### src/rtl/atctlc2axi500_tl_defs.sv
// -----------------------------------------------------------------------------
// atctlc2axi500_tl_defs
// Shared TileLink-C definitions for the TL-C to AXI bridge. The manager-side
// sink ID pool and the client-side GrantAck generator both import this package,
// so the D opcodes and the sink width stay consistent on both ends.
//   TL_D_GRANT         : D opcode for Grant
//   TL_D_GRANT_DATA    : D opcode for GrantData
//   TL_SINK_WIDTH_DFLT : default width of d_sink / e_sink
// -----------------------------------------------------------------------------
package atctlc2axi500_tl_defs;

  localparam logic [2:0] TL_D_GRANT      = 3'd4;
  localparam logic [2:0] TL_D_GRANT_DATA = 3'd5;

  localparam int TL_SINK_WIDTH_DFLT = 3;

endpackage : atctlc2axi500_tl_defs

### src/rtl/atctlc2axi500_ack_fifo.sv
// -----------------------------------------------------------------------------
// atctlc2axi500_ack_fifo
// WIDTH x DEPTH register FIFO with wrap-bit pointers. The head entry is read
// straight out of the register array (no output staging), so o_rd_data is
// valid in the same cycle o_empty goes low and holds until the head is popped.
// Writes while full and reads while empty are ignored.
// Ports:
//   clk, resetn : clock, asynchronous active-low reset
//   i_wr_en     : push request
//   i_wr_data   : push data
//   i_rd_en     : pop request
//   o_rd_data   : head entry
//   o_full      : DEPTH entries stored
//   o_empty     : no entries stored
// -----------------------------------------------------------------------------
module atctlc2axi500_ack_fifo #(
  parameter int WIDTH = 3,
  parameter int DEPTH = 8
) (
  input  logic             clk,
  input  logic             resetn,
  input  logic             i_wr_en,
  input  logic [WIDTH-1:0] i_wr_data,
  input  logic             i_rd_en,
  output logic [WIDTH-1:0] o_rd_data,
  output logic             o_full,
  output logic             o_empty
);

  localparam int AW = $clog2(DEPTH);
  localparam logic [AW:0] PTR_ONE = {{AW{1'b0}}, 1'b1};

  logic [AW:0]      r_wr_ptr;
  logic [AW:0]      r_rd_ptr;
  logic [WIDTH-1:0] r_mem [DEPTH];
  logic             w_wr_fire;
  logic             w_rd_fire;

  // Same index with opposite wrap bits means the writer is a full lap ahead.
  assign o_empty   = (r_wr_ptr == r_rd_ptr);
  assign o_full    = (r_wr_ptr[AW-1:0] == r_rd_ptr[AW-1:0]) &&
                     (r_wr_ptr[AW] != r_rd_ptr[AW]);
  assign w_wr_fire = i_wr_en & ~o_full;
  assign w_rd_fire = i_rd_en & ~o_empty;
  assign o_rd_data = r_mem[r_rd_ptr[AW-1:0]];

  // Pointer and storage update; a dropped write leaves everything unchanged.
  always_ff @(posedge clk or negedge resetn) begin
    if (!resetn) begin
      r_wr_ptr <= '0;
      r_rd_ptr <= '0;
      for (int i = 0; i < DEPTH; i++) begin
        r_mem[i] <= '0;
      end
    end else begin
      if (w_wr_fire) begin
        r_mem[r_wr_ptr[AW-1:0]] <= i_wr_data;
        r_wr_ptr                <= r_wr_ptr + PTR_ONE;
      end
      if (w_rd_fire) begin
        r_rd_ptr <= r_rd_ptr + PTR_ONE;
      end
    end
  end

endmodule : atctlc2axi500_ack_fifo

### src/rtl/atctlc2axi500_bin2onehot.sv
// -----------------------------------------------------------------------------
// atctlc2axi500_bin2onehot
// Binary to one-hot decoder with an enable. All outputs are zero when the
// enable is low, so the result can be OR-ed/masked into a bitmap directly.
// Ports:
//   i_en     : decode enable
//   i_bin    : binary index, IN_W bits
//   o_onehot : one-hot vector, 2**IN_W bits
// -----------------------------------------------------------------------------
module atctlc2axi500_bin2onehot #(
  parameter int IN_W = 3
) (
  input  logic                   i_en,
  input  logic [IN_W-1:0]        i_bin,
  output logic [(1<<IN_W)-1:0]   o_onehot
);

  // Decode the index into a single set bit, gated by the enable.
  always_comb begin
    o_onehot = '0;
    if (i_en) begin
      o_onehot[i_bin] = 1'b1;
    end else begin
      o_onehot = '0;
    end
  end

endmodule : atctlc2axi500_bin2onehot

### src/rtl/atctlc2axi500_grant_ack_gen.sv
// -----------------------------------------------------------------------------
// atctlc2axi500_grant_ack_gen
// Client-side GrantAck generator. Every accepted Grant/GrantData last beat
// queues its d_sink; the queue head is offered on the E channel as a GrantAck,
// in arrival order. A pending-sink bitmap flags a sink granted again while its
// ack is still outstanding; that, and any enqueue attempted while the queue is
// full, sets the sticky dup_err.
// Ports:
//   clk, resetn        : clock, asynchronous active-low reset
//   d_valid, d_ready   : D-channel handshake as seen at the client
//   d_opcode, d_last   : D opcode and last-beat marker
//   d_sink             : sink ID of the D message
//   d_stall            : ack queue full, client must stall Grant last beats
//   e_valid, e_ready   : E-channel GrantAck handshake
//   e_sink             : sink ID carried by the GrantAck
//   dup_err            : sticky duplicate/overflow flag
// -----------------------------------------------------------------------------
module atctlc2axi500_grant_ack_gen
  import atctlc2axi500_tl_defs::*;
#(
  parameter int SINK_WIDTH = TL_SINK_WIDTH_DFLT,
  parameter int ACK_DEPTH  = 2**SINK_WIDTH
) (
  input  logic                  clk,
  input  logic                  resetn,
  input  logic                  d_valid,
  input  logic                  d_ready,
  input  logic [2:0]            d_opcode,
  input  logic                  d_last,
  input  logic [SINK_WIDTH-1:0] d_sink,
  output logic                  d_stall,
  output logic                  e_valid,
  input  logic                  e_ready,
  output logic [SINK_WIDTH-1:0] e_sink,
  output logic                  dup_err
);

  localparam int NSINK = 2**SINK_WIDTH;

  logic                  w_is_grant;
  logic                  w_enq;
  logic                  w_enq_accept;
  logic                  w_deq;
  logic                  w_full;
  logic                  w_empty;
  logic [SINK_WIDTH-1:0] w_head;
  logic [NSINK-1:0]      w_set_oh;
  logic [NSINK-1:0]      w_clr_oh;
  logic                  w_same_sink_turnover;
  logic                  w_dup_hit;
  logic [NSINK-1:0]      r_pending;
  logic                  r_dup_err;

  assign w_is_grant   = (d_opcode == TL_D_GRANT) | (d_opcode == TL_D_GRANT_DATA);
  assign w_enq        = d_valid & d_ready & d_last & w_is_grant;
  assign w_enq_accept = w_enq & ~w_full;
  assign w_deq        = ~w_empty & e_ready;

  atctlc2axi500_ack_fifo #(
    .WIDTH (SINK_WIDTH),
    .DEPTH (ACK_DEPTH)
  ) u_ack_fifo (
    .clk       (clk),
    .resetn    (resetn),
    .i_wr_en   (w_enq),
    .i_wr_data (d_sink),
    .i_rd_en   (e_ready),
    .o_rd_data (w_head),
    .o_full    (w_full),
    .o_empty   (w_empty)
  );

  // Only a write that actually lands in the queue marks its sink pending,
  // otherwise a dropped overflow write would leave a bit nothing ever clears.
  atctlc2axi500_bin2onehot #(
    .IN_W (SINK_WIDTH)
  ) u_set_dec (
    .i_en     (w_enq_accept),
    .i_bin    (d_sink),
    .o_onehot (w_set_oh)
  );

  atctlc2axi500_bin2onehot #(
    .IN_W (SINK_WIDTH)
  ) u_clr_dec (
    .i_en     (w_deq),
    .i_bin    (w_head),
    .o_onehot (w_clr_oh)
  );

  // The head being acked this cycle with the same sink being re-granted is a
  // legal hand-over: the old pending bit is retired as the new one is set.
  assign w_same_sink_turnover = w_deq & (w_head == d_sink);
  assign w_dup_hit = w_enq & (w_full | (r_pending[d_sink] & ~w_same_sink_turnover));

  // Pending bitmap: clear retires the old entry, set then marks the new one.
  always_ff @(posedge clk or negedge resetn) begin
    if (!resetn) begin
      r_pending <= '0;
    end else begin
      r_pending <= (r_pending & ~w_clr_oh) | w_set_oh;
    end
  end

  // Sticky protocol-violation flag, cleared only by reset.
  always_ff @(posedge clk or negedge resetn) begin
    if (!resetn) begin
      r_dup_err <= 1'b0;
    end else if (w_dup_hit) begin
      r_dup_err <= 1'b1;
    end else begin
      r_dup_err <= r_dup_err;
    end
  end

  assign e_valid = ~w_empty;
  assign e_sink  = w_head;
  assign d_stall = w_full;
  assign dup_err = r_dup_err;

endmodule : atctlc2axi500_grant_ack_gen

### config.mk
export PLATFORM = sky130hd
export DESIGN_NAME = atctlc2axi500_grant_ack_gen
export DESIGN_NICKNAME = d
export VERILOG_FILES = /design/src/rtl/atctlc2axi500_tl_defs.sv /design/src/rtl/atctlc2axi500_ack_fifo.sv /design/src/rtl/atctlc2axi500_bin2onehot.sv /design/src/rtl/atctlc2axi500_grant_ack_gen.sv
export SDC_FILE = /design/constraint.sdc
export NUM_CORES = 1
export LEC_CHECK = 0
export CAP_MARGIN = 20
export CORE_UTILIZATION = 37
export CTS_CLUSTER_DIAMETER = 40
export DETAILED_ROUTE_END_ITERATION = 6
export GPL_ROUTABILITY_DRIVEN = 1
export SKIP_LAST_GASP = 1
export SLEW_MARGIN = 20
export SYNTH_ARGS = -nofsm -noshare
export SYNTH_HDL_FRONTEND = slang
export SYNTH_HIERARCHICAL = 1
export SYNTH_SLANG_ARGS = --single-unit
### constraint.sdc
create_clock -name clk -period 2.1 [get_ports clk]
set_clock_uncertainty 0.1 [all_clocks]
set_input_delay 0.315 -clock clk [delete_from_list [all_inputs] [get_ports clk]]
set_output_delay 0.315 -clock clk [all_outputs]
set_load 0.03 [all_outputs]
==> flow_summary_export.csv, run 1 <==
group,metric,value,unit
synthesis,synthFlopType,"dfrtp_1",
placed_design,gp_congestion,0.748,
route,dr.first_iter.drc_count,26,
route,drc,0,
clocking,cts.path.max_buffers,2,
timing,final.setup.worst_slack,-0.104,ns
finish,num-nets-final,235,
floorplan,fp-row-count,27,
global_routing,grt_pass1_vias,1662,
worst_setup_path,timing.rr.end,"r_pending[0]",
worst_setup_path,path_class,"flip-flop to output port",
route,totalWireLength,4.96,mm
worst_setup_path,regToRegSetupSlack,-0.10,ns
synthesis,seq_area_frac_synth,46.1,%
timing,max_freq,454,MHz
power_and_ir_drop,p_seq_share,33.6,%
synthesis,netlist_instances,174,
synthesis,synth_edf_count,0,
power_and_ir_drop,power.switching,1.13,mW
worst_setup_path,worstSetupStartpointType,"flip-flop",
floorplan,core-area,5640,um2
route,routed_via_density,5.39,
synthesis,yosysWarningCount,6,
timing,whs,0.384,ns
global_routing,grt_max_degree,42,
timing,min_period,2.20,ns
global_routing,grt_usage,16.9,%
worst_setup_path,slowest_delay,0.50,ns
floorplan,dieWidth,79.5,um
worst_setup_path,slowest_stage,"mux4_2",
timing,finalMaxSlewViolations,0,
worst_setup_path,cp_data_arrival_time,1.79,ns
worst_setup_path,crit_chain,"buf_12 -> mux4_2 -> mux2_4 -> buf_6",
timing,rsz0062_at_grt,"yes",
timing,finalHoldViolCount,0,
worst_hold_path,hp-class,"flip-flop to flip-flop",
power_and_ir_drop,total_power,3.32,mW
placed_design,port-buffer-count,16,
synthesis,synth_cell_types,31,
route,wl_per_cell,16.9,um
clocking,cts_tree,"done",
clocking,clock_latency,0.29,ns
timing,setup_viol,11,
placed_design,post-dp-hpwl,3.40,mm
synthesis,syn_area,2220,um2
power_and_ir_drop,comb_power_share,48.0,%
route,vias,1580,
floorplan,io_pins,18,
clocking,clock_sinks,41,
timing,worstMarginPinSlew,0.533,ns
route,dr.pass1.iters,4,
timing,finalCritPeriodShare,105,%
power_and_ir_drop,p_leak,1.38,nW
finish,num_antenna_cells,0,
global_routing,grt_pass1_wl,8.07,mm
power_and_ir_drop,power.density,1150,nW/um2
finish,areaGrowthSynthToFinish,29.4,%
floorplan,die-area,6330,um2
synthesis,yosysTopAreaCell,"dfrtp_1",
finish,final_common_cell,"dfrtp_1",
finish,drive_above_1_share,45.7,%
clocking,clk_pin_slew,0.08,ns
worst_hold_path,min_path_cells,1,
clocking,htreeDepth,2,
synthesis,ys_async_sr_fraction,100,%
worst_hold_path,whs_endpoint,"dup_err",
floorplan,initial_core_util,39.4,%
power_and_ir_drop,clkPwrFrac,18.4,%
synthesis,syn_area_per_cell,12.8,um2
timing,max_slew_margin,64.5,%
synthesis,ys_seq_elements,41,
worst_setup_path,crit_fanout,6,
global_routing,antenna_found_initial,0,
status,violations,"negative setup slack",
synthesis,netlist_top_cells_area,"dfrtp_1, mux2_2, mux4_2, xnor2_1, a21o_1",
worst_hold_path,hp-start,"dup_err",
synthesis,synth_top_area_share,46.1,%
worst_setup_path,worstRegToRegCells,7,
worst_setup_path,critPathRequiredTime,1.68,ns
power_and_ir_drop,switching_share,34.1,%
power_and_ir_drop,p_int,2.19,mW
clocking,cts_inserted_buffers,5,
finish,final_cell_mix,"dfrtp_1, buf_4, mux2_2, inv_1, clkdlybuf4s50_1",
power_and_ir_drop,vdd_drop_max,0.470,mV
synthesis,syn_nets,188,
global_routing,grt-ovfl-total,0,
floorplan,die_h,79.5,um
worst_setup_path,critPathCaptureType,"output port",
route,antenna_left,0,
clocking,root_buffer,"clkbuf_8",
worst_setup_path,regToRegStartpoint,"u_ack_fifo/r_rd_ptr[0]",
status,status,"finished, violations left",
flow_run,drv_cap,0,
-- through the flow --
step	setup TNS [ns]	setup slack, ns	instances	utilization, %	instance area [um2]
final	-0.790	-0.104	293	51.0	2880
after floorplan	0	0.0209	174	-	2240
after detailed placement	-4.54	-0.234	280	46.7	2640
after CTS	-1.05	-0.129	291	49.7	2810
after global placement	-3.79	-0.224	280	46.7	2640
after global routing	-1.73	-0.200	293	51.0	2880
-- worst max-delay path by stage --
stage                                 startpoint  depth (start not counted)                   end  slack [ns]
after floorplan           u_ack_fifo/r_rd_ptr[0]                          6          r_pending[4]        0.02
after global placement    u_ack_fifo/r_rd_ptr[0]                          4             e_sink[2]       -0.22
after detailed placement             d_opcode[2]                          7  u_ack_fifo/r_mem[13]       -0.23
after CTS                 u_ack_fifo/r_rd_ptr[0]                          4             e_sink[0]       -0.13
after global routing      u_ack_fifo/r_rd_ptr[0]                          8               dup_err       -0.20
final                     u_ack_fifo/r_rd_ptr[0]                          4             e_sink[0]       -0.10
-- power by group through the flow --
stage,combinational [mW],sequential (mW),clock (mW)
after floorplan,0.869,1.08,0
after global placement,1.28,1.12,0
after detailed placement,1.33,1.14,0
after CTS,1.44,1.11,0.636
after global routing,1.70,1.14,0.665
final,1.59,1.11,0.611
-- synth_stat cells, drive strengths merged, types with 3 or more instances --
library cell,instances
buf,6
and4bb,6
and4,3
inv,13
nand2,5
nand3,6
nor2,6
mux2,29
dfrtp,41
xnor2,10
mux4,7
a21o,8
nand4,8
nor2b,6
and4b,6
-- cells by family after synthesis --
| logic type | count (synthesis) | synth area share [%] |
|---|---|---|
| DFF | 41 | 46.1 |
| AOI/OAI and AO/OA | 15 | 5.06 |
| xor gates and xnor gates | 11 | 4.33 |
| and+or+nand+nor | 48 | 16.4 |
| muxes | 38 | 23.2 |
| adders and majority gates | 2 | 1.12 |
| buffers and inverters | 19 | 3.77 |
-- state kept, by name (all words and copies together), names as in the netlist --
register             flops
u_ack_fifo/r_wr_ptr      4
r_pending                8
u_ack_fifo/r_rd_ptr      4
u_ack_fifo/r_mem        24
dup_err                  1
-- worst max-delay path, delay by kind of cell (launching register included) --
family / cells / cell delay (ns)
buffers and inverters: 2 / 0.28
DFF: 1 / 0.41
muxes: 2 / 0.80
-- what timing repair did --
action	in CTS	in global routing
hold endpoints to repair	12	0
gates resized for setup	34	13
setup buffers	2	4
pin swaps	3	11
setup endpoints to repair	13	24
cloned	1	0
hold buffers	1	0
-- per-layer routing --
metal | wire, um | GRT usage (%) | share of wire (%)
met5 | 0 | 0 | 0
met4 | 57 | 5.82 | 1.1
met3 | 154 | 3.31 | 3.1
met2 | 2730 | 30.9 | 55
met1 | 2020 | 19.4 | 41
-- cell type report --
| cell class | count | area [um2] |
|---|---|---|
| Multi-Input combinational cell | 114 | 1190 |
| Inverter | 13 | 48.8 |
| Clock buffer | 5 | 68.8 |
| Timing Repair Buffer | 46 | 414 |
| Fill cell | 471 | 2760 |
| Tap cell | 72 | 90.1 |
| Clock inverter | 2 | 35.0 |
| Sequential cell | 41 | 1030 |
Power figures use the tool's default switching activity.
==> run 2, diff against run 1 <==
- ABC_AREA: default -> 1
==> flow_summary_export.csv, run 2 <==
group,metric,value,unit
worst_setup_path,worstSetupStartpointType,"flip-flop",
synthesis,synthFlopType,"dfrtp_1",
clocking,root_buffer,"clkbuf_8",
floorplan,die-area,6910,um2
worst_setup_path,regToRegStartpoint,"u_ack_fifo/r_rd_ptr[0]",
power_and_ir_drop,power.density,1210,nW/um2
clocking,cts_inserted_buffers,5,
timing,whs,-0.0328,ns
finish,num-nets-final,373,
worst_setup_path,crit_chain,"buf_12 -> nor2_1 -> nor2_1 -> o21ai_0 -> o21ai_1 -> nand2_1 -> nand2_2 -> buf_6 -> buf_6",
status,violations,"negative hold slack",
global_routing,antenna_found_initial,0,
global_routing,grt-ovfl-total,0,
worst_setup_path,endpoint,"e_sink[0]",
finish,largest_registers,"u_ack_fifo/r_mem: 24 flops, r_pending: 8 flops",
worst_setup_path,worstRegToRegCells,16,
timing,final.setup.worst_slack,0.0704,ns
worst_setup_path,critPathRequiredTime,1.68,ns
timing,setup_viol,0,
synthesis,seq_area_frac_synth,42.1,%
global_routing,grt_busiest_layer,"met2",
floorplan,core-area,6350,um2
synthesis,synth_cell_types,28,
worst_setup_path,critPathCaptureType,"output port",
timing,max_freq,493,MHz
route,antenna_left,0,
finish,areaGrowthSynthToFinish,17.5,%
timing,finalMaxSlewViolations,0,
clocking,clock_latency,0.29,ns
synthesis,netlist_top_cells_area,"dfrtp_1, nand2_1, nand4_1, nor2_1, nand3_1",
synthesis,syn_nets,347,
placed_design,placed_area,2690,um2
clocking,hold_buffers,0,
synthesis,ys_async_sr_fraction,100,%
clocking,clk_pin_slew,0.08,ns
placed_design,placedCellCount,423,
status,status,"finished, violations left",
flow_run,drv_cap,0,
route,drc,0,
clocking,htreeDepth,2,
floorplan,fp-row-count,29,
route,totalWireLength,5.72,mm
finish,drive_above_1_share,16.1,%
finish,num_antenna_cells,0,
placed_design,gp_congestion,0.813,
synthesis,ys_seq_elements,41,
finish,final_cell_mix,"nand2_1, dfrtp_1, nor2_1, nand4_1, inv_1",
worst_setup_path,crit_fanout,8,
route,dr.pass1.iters,4,
global_routing,met1_usage,24.1,%
placed_design,port-buffer-count,16,
finish,fin_cells,437,
worst_hold_path,hp-class,"primary input to asynchronous set/reset pin",
timing,worstMarginPinSlew,0.555,ns
synthesis,yosysMostFrequentCell,"nand2_1",
synthesis,yosysWarningCount,6,
synthesis,synth_edf_count,0,
clocking,clock_sinks,41,
timing,min_period,2.03,ns
global_routing,grt_pass1_wl,9.83,mm
global_routing,grt_pass1_vias,2078,
route,routed_via_density,5.10,
worst_setup_path,regToRegSetupSlack,0.18,ns
timing,finalCritPeriodShare,96.6,%
worst_setup_path,startpoint,"u_ack_fifo/r_rd_ptr[0]",
floorplan,initial_core_util,38.4,%
floorplan,die_h,83.1,um
route,wl_per_cell,13.1,um
power_and_ir_drop,p_leak,1.42,nW
floorplan,dieWidth,83.1,um
synthesis,synthTopCellsByCount,"nand2_1, dfrtp_1, nor2_1, nand4_1, inv_1",
synthesis,synth_top_area_share,42.1,%
timing,rsz0062_at_grt,"yes",
synthesis,syn_area,2440,um2
finish,final_area,2860,um2
timing,tns,0,ns
finish,final_common_cell,"nand2_1",
placed_design,dp_slack,0.0973,ns
clocking,cts_tree,"done",
timing,max_slew_margin,62.7,%
global_routing,grt_max_degree,42,
worst_setup_path,cp_data_arrival_time,1.61,ns
global_routing,use_met2,28.0,%
route,dr.first_iter.drc_count,134,
synthesis,netlist_instances,333,
floorplan,io_pins,18,
worst_setup_path,timing.rr.end,"dup_err",
worst_setup_path,path_class,"flip-flop to output port",
global_routing,use_met3,3.38,%
finish,n_fill_cell,649,
finish,largest_reg_flops,24,
worst_setup_path,slowest_delay,0.44,ns
placed_design,post-dp-hpwl,3.97,mm
worst_setup_path,slowest_stage,"dfrtp_2",
timing,finalHoldViolCount,27,
global_routing,grt_usage,17.6,%
finish,max_flop_register,"u_ack_fifo/r_mem",
synthesis,yosysTopAreaCell,"dfrtp_1",
clocking,cts.path.max_buffers,2,
synthesis,syn_area_per_cell,7.32,um2
route,vias,2228,
power_and_ir_drop,vdd_drop_max,0.837,mV
==> run 2: cell families after synthesis <==
| family | synth area share, % |
|---|---|
| and+or+nand+nor | 38.1 |
| buffers and inverters | 9.76 |
| DFF | 42.1 |
| AOI/OAI and AO/OA | 6.57 |
| xor gates and xnor gates | 2.47 |
| adders and majority gates | 1.03 |
==> run 2: metrics by stage <==
| step | power (mW) | utilization (%) | hold WS (ns) |
|---|---|---|---|
| floorplan | 2.29 | - | -0.0806 |
| global placement | 2.73 | 42.3 | 0.324 |
| detailed placement | 2.75 | 42.3 | 0.322 |
| CTS | 3.29 | 43.8 | 0.00477 |
| global route | 3.78 | 45.1 | 0.0308 |
| finish | 3.47 | 45.1 | -0.0328 |
==> run 2: where the power goes <==
group | switching, mW | internal (mW)
registers | 0.196 | 0.971
clock network | 0.263 | 0.236
logic | 1.06 | 0.741
==> run 2: critical path, delay by kind of cell (launching register included) <==
family | cells | cell delay, ns
DFF | 1 | 0.44
buffers and inverters | 3 | 0.40
and+or+nand+nor | 4 | 0.32
AOI/OAI and AO/OA | 2 | 0.18
==> run 2: timing repair <==
action,4_1_cts,5_1_grt
endpoints found under the hold margin,0,0
setup endpoints to repair,3,5
resized for setup,5,28
buffers inserted,1,5
pin swaps,0,6
==> run 2: routing by layer <==
metal / routed length, um / up-vias
li1: - / 1135
met2: 2660 / 47
met4: 65 / 0
met3: 223 / 7
met5: 0 / -
met1: 2780 / 1039
==> run 2: worst min-delay path by stage <==
stage,startpoint,endpoint,slack (ns),cells after the start
3_5_place_dp,resetn,r_pending[2],0.32,2
4_1_cts,resetn,r_pending[2],0.005,2
6_report,resetn,r_pending[2],-0.03,2
3_3_place_gp,resetn,r_pending[3],0.32,2
5_1_grt,resetn,r_pending[2],0.03,2
2_1_floorplan,resetn,dup_err,-0.08,0
==> run 2: area by class of cell <==
type	instances	area [um2]	share of cell area [%]
inverter	31	126	4.42
multi-input combinational	244	1200	41.9
timing repair buffer	36	329	11.5
clock buffer	8	80.1	2.80
tap	77	96.3	3.37
sequential	41	1030	36.0
==> run 3, diff against run 2 <==
- CORE_MARGIN: default -> 1.5
==> flow_summary_export.csv, run 3 (synthesized netlist as in run 2, its figures left out) <==
group,metric,value,unit
global_routing,grt_pass1_vias,2002,
power_and_ir_drop,total_power,3.60,mW
placed_design,post-dp-hpwl,3.85,mm
worst_setup_path,critPathRequiredTime,1.68,ns
route,dr.first_iter.drc_count,172,
finish,final_common_cell,"nand2_1",
power_and_ir_drop,power.density,1240,nW/um2
finish,largest_reg_flops,24,
clocking,clk_pin_slew,0.09,ns
route,antenna_left,0,
floorplan,die-area,7080,um2
finish,num-nets-final,374,
clocking,cts_tree,"done",
finish,areaGrowthSynthToFinish,19.7,%
power_and_ir_drop,vdd_drop_max,0.983,mV
clocking,clock_sinks,41,
finish,fin_cells,437,
route,dr.pass1.iters,5,
timing,finalCritPeriodShare,98.6,%
finish,max_flop_register,"u_ack_fifo/r_mem",
timing,finalMaxSlewViolations,0,
floorplan,die_h,84.1,um
global_routing,grt_pass1_wl,9.58,mm
finish,num_antenna_cells,0,
floorplan,fp-row-count,29,
worst_setup_path,cp_data_arrival_time,1.66,ns
worst_hold_path,hp-class,"flip-flop to flip-flop",
placed_design,port-buffer-count,16,
worst_setup_path,worstRegToRegCells,16,
finish,final_cell_mix,"nand2_1, dfrtp_1, nor2_1, nand4_1, inv_1",
finish,drive_above_1_share,15.0,%
floorplan,initial_core_util,38.4,%
worst_setup_path,path_class,"flip-flop to output port",
route,drc,0,
flow_run,drv_cap,0,
finish,largest_registers,"u_ack_fifo/r_mem: 24 flops, r_pending: 8 flops",
worst_setup_path,crit_fanout,7,
timing,worstMarginPinSlew,0.516,ns
worst_setup_path,critPathCaptureType,"output port",
worst_setup_path,timing.rr.end,"dup_err",
global_routing,grt_usage,17.1,%
timing,setup_viol,0,
clocking,root_buffer,"clkbuf_8",
clocking,cts_inserted_buffers,5,
global_routing,grt_max_degree,42,
worst_setup_path,startpoint,"u_ack_fifo/r_rd_ptr[0]",
clocking,htreeDepth,2,
power_and_ir_drop,p_leak,1.45,nW
worst_setup_path,regToRegStartpoint,"u_ack_fifo/r_rd_ptr[0]",
worst_setup_path,regToRegSetupSlack,0.10,ns
clocking,clock_latency,0.30,ns
status,status,"finished clean",
finish,multi_input_area,1200,um2
route,vias,2197,
finish,register_area,1030,um2
timing,max_freq,483,MHz
placed_design,placedCellCount,423,
clocking,cts.path.max_buffers,2,
timing,max_slew_margin,65.3,%
timing,min_period,2.07,ns
route,totalWireLength,5.75,mm
floorplan,core-area,6350,um2
finish,utilization,45.9,%
worst_setup_path,worstSetupStartpointType,"flip-flop",
worst_setup_path,endpoint,"e_sink[0]",
floorplan,io_pins,18,
timing,rsz0062_at_grt,"yes",
timing,tns,0,ns
global_routing,antenna_found_initial,0,
floorplan,dieWidth,84.1,um
route,wl_per_cell,13.2,um
timing,finalHoldViolCount,0,
route,routed_via_density,5.03,
finish,n_fill_cell,634,
global_routing,grt-ovfl-total,0,
placed_design,gp_congestion,0.853,
-- run 3: power breakdown --
group | internal (mW) | switching, mW | leakage (nW)
Clock | 0.261 | 0.274 | 0.0443
Combinational | 0.828 | 1.09 | 0.869
Sequential | 0.969 | 0.183 | 0.539
Total | 2.06 | 1.54 | 1.45
-- run 3: through the flow --
stage	hold slack, ns	area, um2	worst slack (ns)
CTS	0.374	2830	-0.0234
global placement	0.210	2710	0.156
global route	0.396	2920	-0.0529
finish	0.375	2920	0.0294
detailed placement	0.213	2710	0.147
floorplan	-0.0806	2440	0.128
-- run 3: final cells by class --
type,instances,share of cell area [%]
tap,77,3.30
timing repair buffer,37,13.2
multi-input combinational,244,41.1
clock buffer,7,2.96
sequential,41,35.2
inverter,31,4.25
-- run 3: layer usage --
metal	track usage [%]	up-vias	routed length [um]
met1	23.5	1017	2770
met4	7.90	0	115
met3	3.64	7	258
met5	0	-	0
li1	-	1126	-
met2	26.0	47	2610
-- run 3: how the worst min path moves through the flow --
stage | endpoint | slack, ns | cells past startpoint | startpoint
global placement | u_ack_fifo/r_mem[9] | 0.21 | 2 | resetn
global route | u_ack_fifo/r_mem[12] | 0.40 | 2 | u_ack_fifo/r_mem[12]
finish | dup_err | 0.37 | 2 | dup_err
floorplan | dup_err | -0.08 | 0 | resetn
detailed placement | u_ack_fifo/r_mem[9] | 0.21 | 2 | resetn
CTS | u_ack_fifo/r_mem[17] | 0.37 | 2 | u_ack_fifo/r_mem[17]
-- run 3: worst max-delay path, stage by stage, from the launching register on --
cell and delay (ns):
dfrtp_2 0.48, buf_12 0.17, nor2_4 0.06, nor2_1 0.04
o21ai_1 0.09, o21ai_1 0.10, nand2_1 0.09, nand2_2 0.08
buf_6 0.12, buf_6 0.13
-- run 3: repair_timing --
item	4_1_cts	5_1_grt
endpoints found under the hold margin	41	0
resized for setup	4	21
hold buffers	1	0
cloned	0	1
setup buffers	2	3
pin swaps	0	6
setup endpoints to repair	3	4
==> patch (flow settings as in run 1) <==
`TL_SINK_WIDTH_DFLT`: 3 -> 4.
--- a/src/rtl/atctlc2axi500_tl_defs.sv
+++ b/src/rtl/atctlc2axi500_tl_defs.sv
@@ -12,7 +12,7 @@
   localparam logic [2:0] TL_D_GRANT      = 3'd4;
   localparam logic [2:0] TL_D_GRANT_DATA = 3'd5;
 
-  localparam int TL_SINK_WIDTH_DFLT = 3;
+  localparam int TL_SINK_WIDTH_DFLT = 4;
 
 endpackage : atctlc2axi500_tl_defs
 
Ports: changed (resized d_sink and e_sink); port bits go from 18 to 20. The function was not compared with the original's and may differ.
==> patch against run 1 <==
  * The flow still finishes with violations (setup timing)
  * Final area grew 120%
  * Hold slack worse by 0.0056 ns
  * Power up 140%
  * Count of clock-buffer cells in the layout is 8 higher
  * Die area grew 120%
  * Area after synthesis increased by 120%
  * Routed wire length up 140%
  * Clock power rose to 2.7 times the old value
  * Via count rose by 110%
  * Synthesized cell count is 120% higher
  * Sequential cell count is 50 higher
  * Worst setup slack worse by 0.26 ns
==> patch: results (changes against run 1) <==
Route
  • DRT met1 WL: 5418 um (+170%)
  • Vias per cell: 5.174 (-4.1%)
  • Met2 WL: 5660 um (+110%)
  • Via count: 3389 (+110%)
  • Drt wl/cell: 18.07 um (+6.7%)
  • DRT iter0 DRCs: 149 (+470%)
  • Routed met3 length: 427 um (+180%)

CTS
  • Clock Pin Slew Worst Setup and Hold Paths: 0.06 ns (-0.02 ns)
  • # resized after CTS: 65 (+91%)
  • Root Buffer: clkbuf_16
  • # Post-CTS Setup Buffers: 10 (+8)

Synth
  • Compound-Gate Fraction of Synth Area: 10.27% (+5.2 points)
  • Post-Synth Adder-Cell Area: 1.283% (+0.16 points)
  • Synthesized Nets: 409 (+120%)
  • Xor/xnor cell area share of the yosys netlist: 3.439% (-0.89 points)
  • Distinct cell type count after synthesis: 45 (+45%)
  • Post-synth top cells: 91 x dfrtp_1, 61 x mux2_2, 26 x nor2_1
  • Post-synthesis mux area share: 24.90% (+1.7 points)

Run status
  • Status: finished with violations
  • Failing checks: setup timing

Critical path
  • Arrival time worst endpoint: 2.05 ns (+0.26 ns)
  • R2R Setup Slk: -0.35 ns (-0.25 ns)
  • CP max FO: 8 (+2)

Global routing
  • Global Route met2 Usage: 30.53% (-0.41 points)
  • Met1 usage: 24.70% (+5.3 points)
  • Pin count of the biggest net entering global routing: 92 (+120%)
  • Global-route wire length before repair: 19060 um (+140%)
  • Total track usage: 19.22% (+2.3 points)
  • Number of global-route vias before repair: 3563 (+110%)
  • Met3 Use GR: 5.767% (+2.5 points)

Placement
  • Number of port buffers: 18 (+2)
  • Placed Area: 5700 um^2 (+120%)
  • Placed wire-length estimate: 8172 um (+140%)
  • Post-Place Cells: 627 (+120%)

Timing
  • Setup violators final: 32 (+21)
  • Final WS setup: -0.3674 ns (-0.2637 ns)
  • Slew at the pin closest to its max-slew limit: 0.5604 ns (+0.02781 ns)
  • Hold_ws: 0.3788 ns (-0.005566 ns)

Final layout
  • Largest regs: u_ack_fifo/r_mem: 64 flops, r_pending: 16 flops
  • Fin nets: 496 (+110%)
  • Share of layout cells above drive strength 1: 48.45% (+2.7 points)
  • Fill count: 1141 (+140%)

Pwr
  • Pleak: 3.009 nW (+120%)
  • Peak supply drop: 0.6350 mV (+35%)
[patch: power breakdown]
part           internal, mW  switching (mW)
registers              1.99           0.183
logic                  2.08            2.03
clock network         0.990           0.684
[patch: stage by stage]
step / utilization (%) / setup slack (ns) / TNS (ns)
floorplan: - / -0.2962 / -2.419
global placement: 44.81 / -0.2947 / -12.00
detailed placement: 44.81 / -0.3173 / -13.93
CTS: 50.17 / -0.3903 / -7.374
global route: 50.84 / -0.4567 / -9.341
finish: 50.84 / -0.3674 / -5.926
[patch: path summary, 6_finish.rpt]
kind | cells past startpoint | start | to
max | 7 | u_ack_fifo/r_rd_ptr[0]$_DFFE_PN0P_ | e_sink[3]
min | 1 | r_pending[6]$_DFF_PN0_ | r_pending[6]$_DFF_PN0_
max reg2reg | 9 | u_ack_fifo/r_rd_ptr[0]$_DFFE_PN0P_ | r_pending[0]$_DFF_PN0_
min in group asynchronous | 3 | resetn | u_ack_fifo/r_mem[18]$_DFFE_PN0P_
max in group asynchronous | 3 | resetn | u_ack_fifo/r_rd_ptr[3]$_DFFE_PN0P_
min reg2reg | 1 | r_pending[6]$_DFF_PN0_ | r_pending[6]$_DFF_PN0_
[patch: critical path: cells and delay by family, from the launching register on]
kind            cells  cell delay (ns)
flops               1             0.39
simple gates        1             0.09
mux                 1             0.49
compound gates      1             0.21
buf+inv             4             0.52
[patch: layout make-up]
class | instances | area, um^2 | share of cell area (%)
well taps | 172 | 215.2 | 3.328
clock buffers | 13 | 260.3 | 4.024
multi-input cells | 260 | 2691 | 41.61
repair buffers | 95 | 897.1 | 13.87
clock inverters | 3 | 46.29 | 0.7158
inverters | 21 | 78.83 | 1.219
flip-flops and latches | 91 | 2278 | 35.23
